### config.mk
export PLATFORM = sky130hd
export DESIGN_NAME = branch_unit
export DESIGN_NICKNAME = d
export VERILOG_FILES = /design/src/rtl/branch_pkg.sv /design/src/rtl/ret_stack.sv /design/src/rtl/branch_unit.sv
export SDC_FILE = /design/constraint.sdc
export NUM_CORES = 1
export LEC_CHECK = 0
export ABC_CLOCK_PERIOD_IN_PS = 3900
export CAP_MARGIN = 5
export CORE_ASPECT_RATIO = 0.75
export CORE_MARGIN = 3
export CORE_UTILIZATION = 25
export CTS_CLUSTER_DIAMETER = 60
export DETAILED_ROUTE_END_ITERATION = 10
export PLACE_DENSITY = 0.48
export SLEW_MARGIN = 20
export SYNTH_ARGS = -nofsm -noshare
export SYNTH_HDL_FRONTEND = slang
export SYNTH_SLANG_ARGS = --single-unit
export TNS_END_PERCENT = 30
### constraint.sdc
create_clock -name clk -period 3.9 [get_ports clk]
set_input_delay 0.585 -clock clk [delete_from_list [all_inputs] [get_ports clk]]
set_output_delay 0.585 -clock clk [all_outputs]
set_load 0.02 [all_outputs]
### src/rtl/branch_pkg.sv
// Shared encodings for the UAZ branch unit: branch opcodes and COND field layout.
package branch_pkg;

  typedef enum logic [1:0] {
    OP_JMP    = 2'b00,
    OP_CALL   = 2'b01,
    OP_RET    = 2'b10,
    OP_CLRERR = 2'b11
  } br_op_e;

  localparam int unsigned COND_INV_BIT = 3;
  localparam int unsigned COND_SRC_MSB = 2;
  localparam int unsigned COND_SRC_LSB = 0;

  localparam logic [3:0] COND_ALWAYS = 4'b0000;
  localparam logic [3:0] COND_NEVER  = 4'b1000;

endpackage

### src/rtl/ret_stack.sv
// Return-address LIFO with saturating occupancy counter; push/pop are ignored
// when they would overflow or underflow.
module ret_stack #(
  parameter int unsigned DEPTH = 4,
  parameter int unsigned WIDTH = 8,
  parameter int unsigned CNT_W = 3
) (
  input  logic             clk,
  input  logic             rst_n,
  input  logic             push,
  input  logic             pop,
  input  logic [WIDTH-1:0] din,
  output logic [WIDTH-1:0] top,
  output logic [CNT_W-1:0] cnt,
  output logic             full,
  output logic             empty
);

  localparam int unsigned IDX_W = (DEPTH > 1) ? $clog2(DEPTH) : 1;

  logic [WIDTH-1:0] mem_q [DEPTH];
  logic [CNT_W-1:0] cnt_q, cnt_d;
  logic [IDX_W-1:0] wr_idx, rd_idx;
  logic             do_push, do_pop;

  assign full    = (cnt_q == CNT_W'(DEPTH));
  assign empty   = (cnt_q == '0);
  assign do_push = push && !full;
  assign do_pop  = pop && !empty;
  // Entries occupy slots 0..cnt-1, so the next free slot is cnt and the top is cnt-1.
  assign wr_idx  = IDX_W'(cnt_q);
  assign rd_idx  = IDX_W'(cnt_q - 1'b1);
  assign top     = empty ? '0 : mem_q[rd_idx];
  assign cnt     = cnt_q;

  always_comb begin
    cnt_d = cnt_q;
    if (do_push) begin
      cnt_d = cnt_q + 1'b1;
    end else if (do_pop) begin
      cnt_d = cnt_q - 1'b1;
    end
  end

  always_ff @(posedge clk or negedge rst_n) begin
    if (!rst_n) begin
      cnt_q <= '0;
      for (int unsigned i = 0; i < DEPTH; i++) begin
        mem_q[i] <= '0;
      end
    end else begin
      cnt_q <= cnt_d;
      if (do_push) begin
        mem_q[wr_idx] <= din;
      end
    end
  end

endmodule

### src/rtl/branch_unit.sv
// Jump/branch unit: flags register, condition evaluation, JMP/CALL/RET/CLRERR
// decode and a registered one-cycle result towards the PC register.
module branch_unit
  import branch_pkg::*;
#(
  parameter int unsigned ADDR_W    = 8,
  parameter int unsigned FLAG_W    = 3,
  parameter int unsigned STK_DEPTH = 4,
  parameter int unsigned SP_W      = 3
) (
  input  logic              clk,
  input  logic              rst_n,
  input  logic [FLAG_W-1:0] flag_in,
  input  logic              flag_we,
  input  logic              br_valid,
  input  logic [1:0]        br_op,
  input  logic [3:0]        cond,
  input  logic [ADDR_W-1:0] target,
  input  logic [ADDR_W-1:0] ret_addr,
  output logic [FLAG_W-1:0] flag_out,
  output logic              br_done,
  output logic              taken,
  output logic [ADDR_W-1:0] new_pc,
  output logic [SP_W-1:0]   stk_cnt,
  output logic              stk_full,
  output logic              stk_empty,
  output logic              stk_ovf,
  output logic              stk_unf
);

  logic [FLAG_W-1:0] flags_q, flags_eff;
  logic              br_done_q, br_done_d;
  logic              taken_q, taken_d;
  logic [ADDR_W-1:0] new_pc_q, new_pc_d;
  logic              ovf_q, ovf_d;
  logic              unf_q, unf_d;
  logic [2:0]        cond_src;
  logic              cond_hit, cond_ok;
  logic              push, pop;
  logic [ADDR_W-1:0] stk_top;
  br_op_e            op;

  // A same-cycle flag write is forwarded so the branch sees the ALU's newest flags.
  assign flags_eff = flag_we ? flag_in : flags_q;
  assign cond_src  = cond[COND_SRC_MSB:COND_SRC_LSB];
  assign op        = br_op_e'(br_op);

  always_comb begin
    cond_hit = 1'b0;
    if (cond_src == '0) begin
      cond_hit = 1'b1;
    end else begin
      for (int unsigned i = 0; i < FLAG_W; i++) begin
        if (32'(cond_src) == i + 1) begin
          cond_hit = flags_eff[i];
        end
      end
    end
  end

  assign cond_ok = cond_hit ^ cond[COND_INV_BIT];

  always_comb begin
    br_done_d = br_valid;
    taken_d   = 1'b0;
    new_pc_d  = new_pc_q;
    ovf_d     = ovf_q;
    unf_d     = unf_q;
    push      = 1'b0;
    pop       = 1'b0;
    if (br_valid) begin
      case (op)
        OP_JMP: begin
          if (cond_ok) begin
            taken_d  = 1'b1;
            new_pc_d = target;
          end
        end
        OP_CALL: begin
          if (cond_ok) begin
            if (stk_full) begin
              ovf_d = 1'b1;
            end else begin
              push     = 1'b1;
              taken_d  = 1'b1;
              new_pc_d = target;
            end
          end
        end
        OP_RET: begin
          if (cond_ok) begin
            if (stk_empty) begin
              unf_d = 1'b1;
            end else begin
              pop      = 1'b1;
              taken_d  = 1'b1;
              new_pc_d = stk_top;
            end
          end
        end
        default: begin
          ovf_d = 1'b0;
          unf_d = 1'b0;
        end
      endcase
    end
  end

  always_ff @(posedge clk or negedge rst_n) begin
    if (!rst_n) begin
      flags_q   <= '0;
      br_done_q <= 1'b0;
      taken_q   <= 1'b0;
      new_pc_q  <= '0;
      ovf_q     <= 1'b0;
      unf_q     <= 1'b0;
    end else begin
      if (flag_we) begin
        flags_q <= flag_in;
      end
      br_done_q <= br_done_d;
      taken_q   <= taken_d;
      new_pc_q  <= new_pc_d;
      ovf_q     <= ovf_d;
      unf_q     <= unf_d;
    end
  end

  ret_stack #(
    .DEPTH (STK_DEPTH),
    .WIDTH (ADDR_W),
    .CNT_W (SP_W)
  ) u_ret_stack (
    .clk   (clk),
    .rst_n (rst_n),
    .push  (push),
    .pop   (pop),
    .din   (ret_addr),
    .top   (stk_top),
    .cnt   (stk_cnt),
    .full  (stk_full),
    .empty (stk_empty)
  );

  assign flag_out = flags_q;
  assign br_done  = br_done_q;
  assign taken    = taken_q;
  assign new_pc   = new_pc_q;
  assign stk_ovf  = ovf_q;
  assign stk_unf  = unf_q;

endmodule

==> reports/summary.md <==
The highest attainable clock frequency was 0.3843 GHz. The Yosys step of the flow raised 0 warnings. The run gives 0 as the count of endpoints failing hold in the final timing report.

Counting every net in the synthesized netlist gives 199. The layout has 940 filler cells. The flop and latch count out of synthesis was 50. The tools report the via count of the first global-routing pass as 1517.

The largest individual stage delay along the critical path comes from the cell sky130_fd_sc_hd__clkdlybuf4s50_1. The tools report the post-synthesis instance area as 0.002442 sq mm. Initial antenna violation count: 0. Dividing the detail-routed wire length by the instance count gives 15.22 um.

The leading area contributor after synthesis was sky130_fd_sc_hd__dfrtp_1. The first global-routing pass estimated 8445 um of wire. Counting along the longest clock path gives a buffer depth of 2.

After synthesis, the largest area contributor takes up 51.23% of total cell area. The critical path starts at flag_we. The count of antenna-violating nets left after detailed routing is 0. Setup repair after global routing left no endpoint under its margin.

Overall power consumption after layout is estimated at 2.158 mW. The H-tree generated during clock tree synthesis spans 2 levels. The final route contains 1465 vias. The total overflow left after global routing is 0. Among all flip-flop cells after synthesis, the most frequent one is sky130_fd_sc_hd__dfrtp_1. The weighted congestion at the end of routability-driven global placement was 0.7132; the shortest clock period the worst path allows after layout was 2.602 ns.

Number of cells on the worst reg-to-reg path: 8. Sorting the synthesized cells by area gives the leading types as sky130_fd_sc_hd__dfrtp_1 51%, sky130_fd_sc_hd__mux2_2 21%, sky130_fd_sc_hd__mux4_2 7.4%. The setup check on the worst reg-to-reg path leaves a slack of 1.34 ns.

The adder-cell share of the synthesized area works out to 3.074%. After clock tree synthesis, the flow added hold-fix buffers numbering 0. The leakage power total was 1.400 nW. The largest fanout of any net on the critical path is 9.

The clock tree skew after final layout came out at 0.003388 ns. The fraction of the mapped netlist area in compound gates is 3.842%, and the placed wire-length estimate after detailed placement is 3844 um. The sum of negative setup slack is 0 ns. Traced cell by cell, the critical path runs through clkdlybuf4s50_1 > mux2_2 > nor3b_2 > nor3_4 > xor2_2 > o211a_1 > mux2_2. The tree is rooted in a sky130_fd_sc_hd__clkbuf_16.

The flow ran to the end, and the final reports show no timing, DRC or antenna violations. The post-CTS setup-driven buffer insertion count was 0; the clock transition at the register clock pins on the worst setup and hold paths after CTS was 0.07 ns. The xor and xnor area share after synthesis works out to 1.742%. During I/O placement, the number of pins put on the boundary was 49. Synthesis handed over a netlist of 164 instances.

The proportion of synthesized flip-flops having asynchronous set or reset came out at 100.0%. After detailed routing, the number of remaining DRC violations is 0. The power density relative to cell area came out at 671.0 mW/mm^2. Once the floorplan was initialized, standard cells occupied 26.34% of the core. Most frequent cell on the critical path: sky130_fd_sc_hd__mux2_2. For this block, the initial DRC count from the detailed router was 31.

The required time reported for the critical path endpoint came out at 4.08 ns. In the final design database the tool counted 250 nets. The number of buffers created by CTS was 5; the relative slew slack was 46.96%. The run gives 0 as the max-slew violation count.

STA classifies the critical path endpoint as a flip-flop. The actual slew at the worst max-slew pin was 0.7956 ns. In this run, synthesis inferred 0 flip-flops with an integrated enable. For this design, the sink count on the clock tree is 50. The path class of the tightest hold or removal check is in -> async. The fraction of layout cells with a size suffix above 1 was 34.72%; the number of violations of the max-capacitance limit was 0.

Summing all multi-input logic gate instances after layout gives 0.001145 sq mm. TritonCTS built the clock tree. The worst path uses 66.73% of the clock period. After Yosys synthesis, and, or, nand and nor cells account for 5.994% of the synthesized area.

Setup violations remaining at the end of the flow were counted as 0. The worst register-to-register path begins at u_ret_stack.cnt[1]. The final cell utilization of the core is 34.68%. The maximum single-stage delay on the critical path is 0.52 ns, and the clock latency at the later pin of the worst-skew pair is 0.29 ns. The maximum ir drop on the vdd rail was 0.1896 mV. The end point of the critical path is new_pc[3]. For the pin count of the biggest net entering global routing, the log shows 36.

The logs give 3 for the total iterations of the first detailed-routing run and 34 for the number of distinct standard cells referenced by the synthesized netlist. Die footprint: 0.01100 sq mm. After synthesis, the largest family of logic cells by area is multiplexers. For the total routing resource utilization after global routing, the log shows 9.995%. Worst reg2reg path endpoint: u_ret_stack.mem_q[24].

In this run the mean area of a mapped cell was 14.89 sq um. The die is 91.60 um tall. The register area share after synthesis was 51.23%.

For the floorplan core area, the log shows 0.009271 sq mm. The count of buffers added on input and output ports is 48. In this run the core area contains 30 standard-cell rows. Kind of start point of the critical path: an input pin. Count of cells resized by post-cts repair: 0. The final hold slack is 0.3773 ns. In this run the horizontal extent of the chip is 120.1 um. The library cell used most frequently in the layout, excluding fill and tap cells, is sky130_fd_sc_hd__dfrtp_1. The synthesis-to-finish area growth works out to 31.66%. In the layout the commonest cells are 50 x sky130_fd_sc_hd__dfrtp_1, 47 x sky130_fd_sc_hd__clkdlybuf4s50_1, 46 x sky130_fd_sc_hd__mux2_2. The number of antenna repair diodes is 0.

The detailed-route wire length is 5236 um, and the endpoint arrival time on the critical path is 2.78 ns. The tools report the sequential standard cell area as 0.001251 sq mm. The number of vias per cell came out at 4.259. The worst setup path is of the in -> reg kind.

Multiplexer cells account for 32.22% of the synthesized area.
==> Yosys cell counts, types with 2 or more instances <==
| master | n |
|---|---|
| sky130_fd_sc_hd__dfrtp_1 | 50 |
| sky130_fd_sc_hd__mux2_2 | 46 |
| sky130_fd_sc_hd__mux4_2 | 8 |
| sky130_fd_sc_hd__ha_1 | 6 |
| sky130_fd_sc_hd__nand2_1 | 6 |
| sky130_fd_sc_hd__mux2_1 | 5 |
| sky130_fd_sc_hd__inv_1 | 4 |
| sky130_fd_sc_hd__nand2_4 | 3 |
| sky130_fd_sc_hd__nor2_1 | 3 |
| sky130_fd_sc_hd__a21oi_1 | 2 |
| sky130_fd_sc_hd__a31oi_1 | 2 |
| sky130_fd_sc_hd__a41oi_1 | 2 |
| sky130_fd_sc_hd__buf_1 | 2 |
| sky130_fd_sc_hd__clkbuf_1 | 2 |
| sky130_fd_sc_hd__nand2b_1 | 2 |
| sky130_fd_sc_hd__nor3b_1 | 2 |
| sky130_fd_sc_hd__xnor2_1 | 2 |
==> report_power, final <==
part	leakage (nW)	internal [mW]	total [mW]	switching (mW)
sequential	0.638	0.709	0.808	0.0993
clock	0.0763	0.246	0.451	0.205
combinational	0.686	0.491	0.898	0.408
total	1.40	1.45	2.16	0.712
==> logic make-up (layout without fill, tap and decap cells) <==
| kind of cell | count (synthesis) | count (layout) |
|---|---|---|
| AO/OA/AOI/OAI | 12 | 12 |
| XOR/XNOR | 4 | 4 |
| adder cells (fa/ha/maj) | 6 | 6 |
| buffers and inverters | 10 | 62 |
| flip-flops | 50 | 50 |
| multiplexers | 61 | 61 |
| AND/OR/NAND/NOR | 21 | 21 |
==> worst min path at each step <==
| stage | start | endpoint | slack [ns] |
|---|---|---|---|
| final | rst_n | flag_out[1] | 0.38 |
| after global routing | rst_n | flag_out[1] | 0.45 |
| after CTS | rst_n | u_ret_stack.mem_q[18] | 0.41 |
| after detailed placement | new_pc[2] | new_pc[2] | 0.47 |
| after global placement | new_pc[2] | new_pc[2] | 0.47 |
| after floorplan | rst_n | br_done | 0.29 |
==> stage by stage <==
| stage | setup WS [ns] | std cells | area [sq um] |
|---|---|---|---|
| after floorplan | 0.8131 | 164 | 2442 |
| after global placement | 1.014 | 336 | 3062 |
| after detailed placement | 0.9526 | 336 | 3062 |
| after CTS | 1.274 | 344 | 3216 |
| after global routing | 1.152 | 344 | 3216 |
| final | 1.298 | 344 | 3216 |
==> critical path: cells and delay by family <==
family                 cells  cell delay [ns]
buffers and inverters      1             0.52
multiplexers               2             0.75
XOR/XNOR                   1             0.18
AO/OA/AOI/OAI              1             0.41
AND/OR/NAND/NOR            2             0.34
==> cell type report <==
type | instances | area share, %
multi-input combinational | 104 | 35.60
sequential | 50 | 38.91
clock inverter | 3 | 0.8949
clock buffer | 5 | 3.891
tap | 128 | 4.981
timing repair buffer | 50 | 15.25
inverter | 4 | 0.4669
==> sequential cells by signal, indices dropped and copies added (netlist names) <==
signal,cells
br_done,1
flag_out,3
new_pc,8
stk_ovf,1
stk_unf,1
taken,1
u_ret_stack.cnt,3
u_ret_stack.mem_q,32
==> routing by layer <==
layer / track usage, % / share of wire (%) / up-vias
li1: - / - / 706
met1: 14.31 / 51 / 726
met2: 14.77 / 44 / 28
met3: 2.304 / 3.7 / 5
met4: 3.432 / 1.2 / 0
met5: 0 / 0 / -
(Power assumes the default switching activity.)
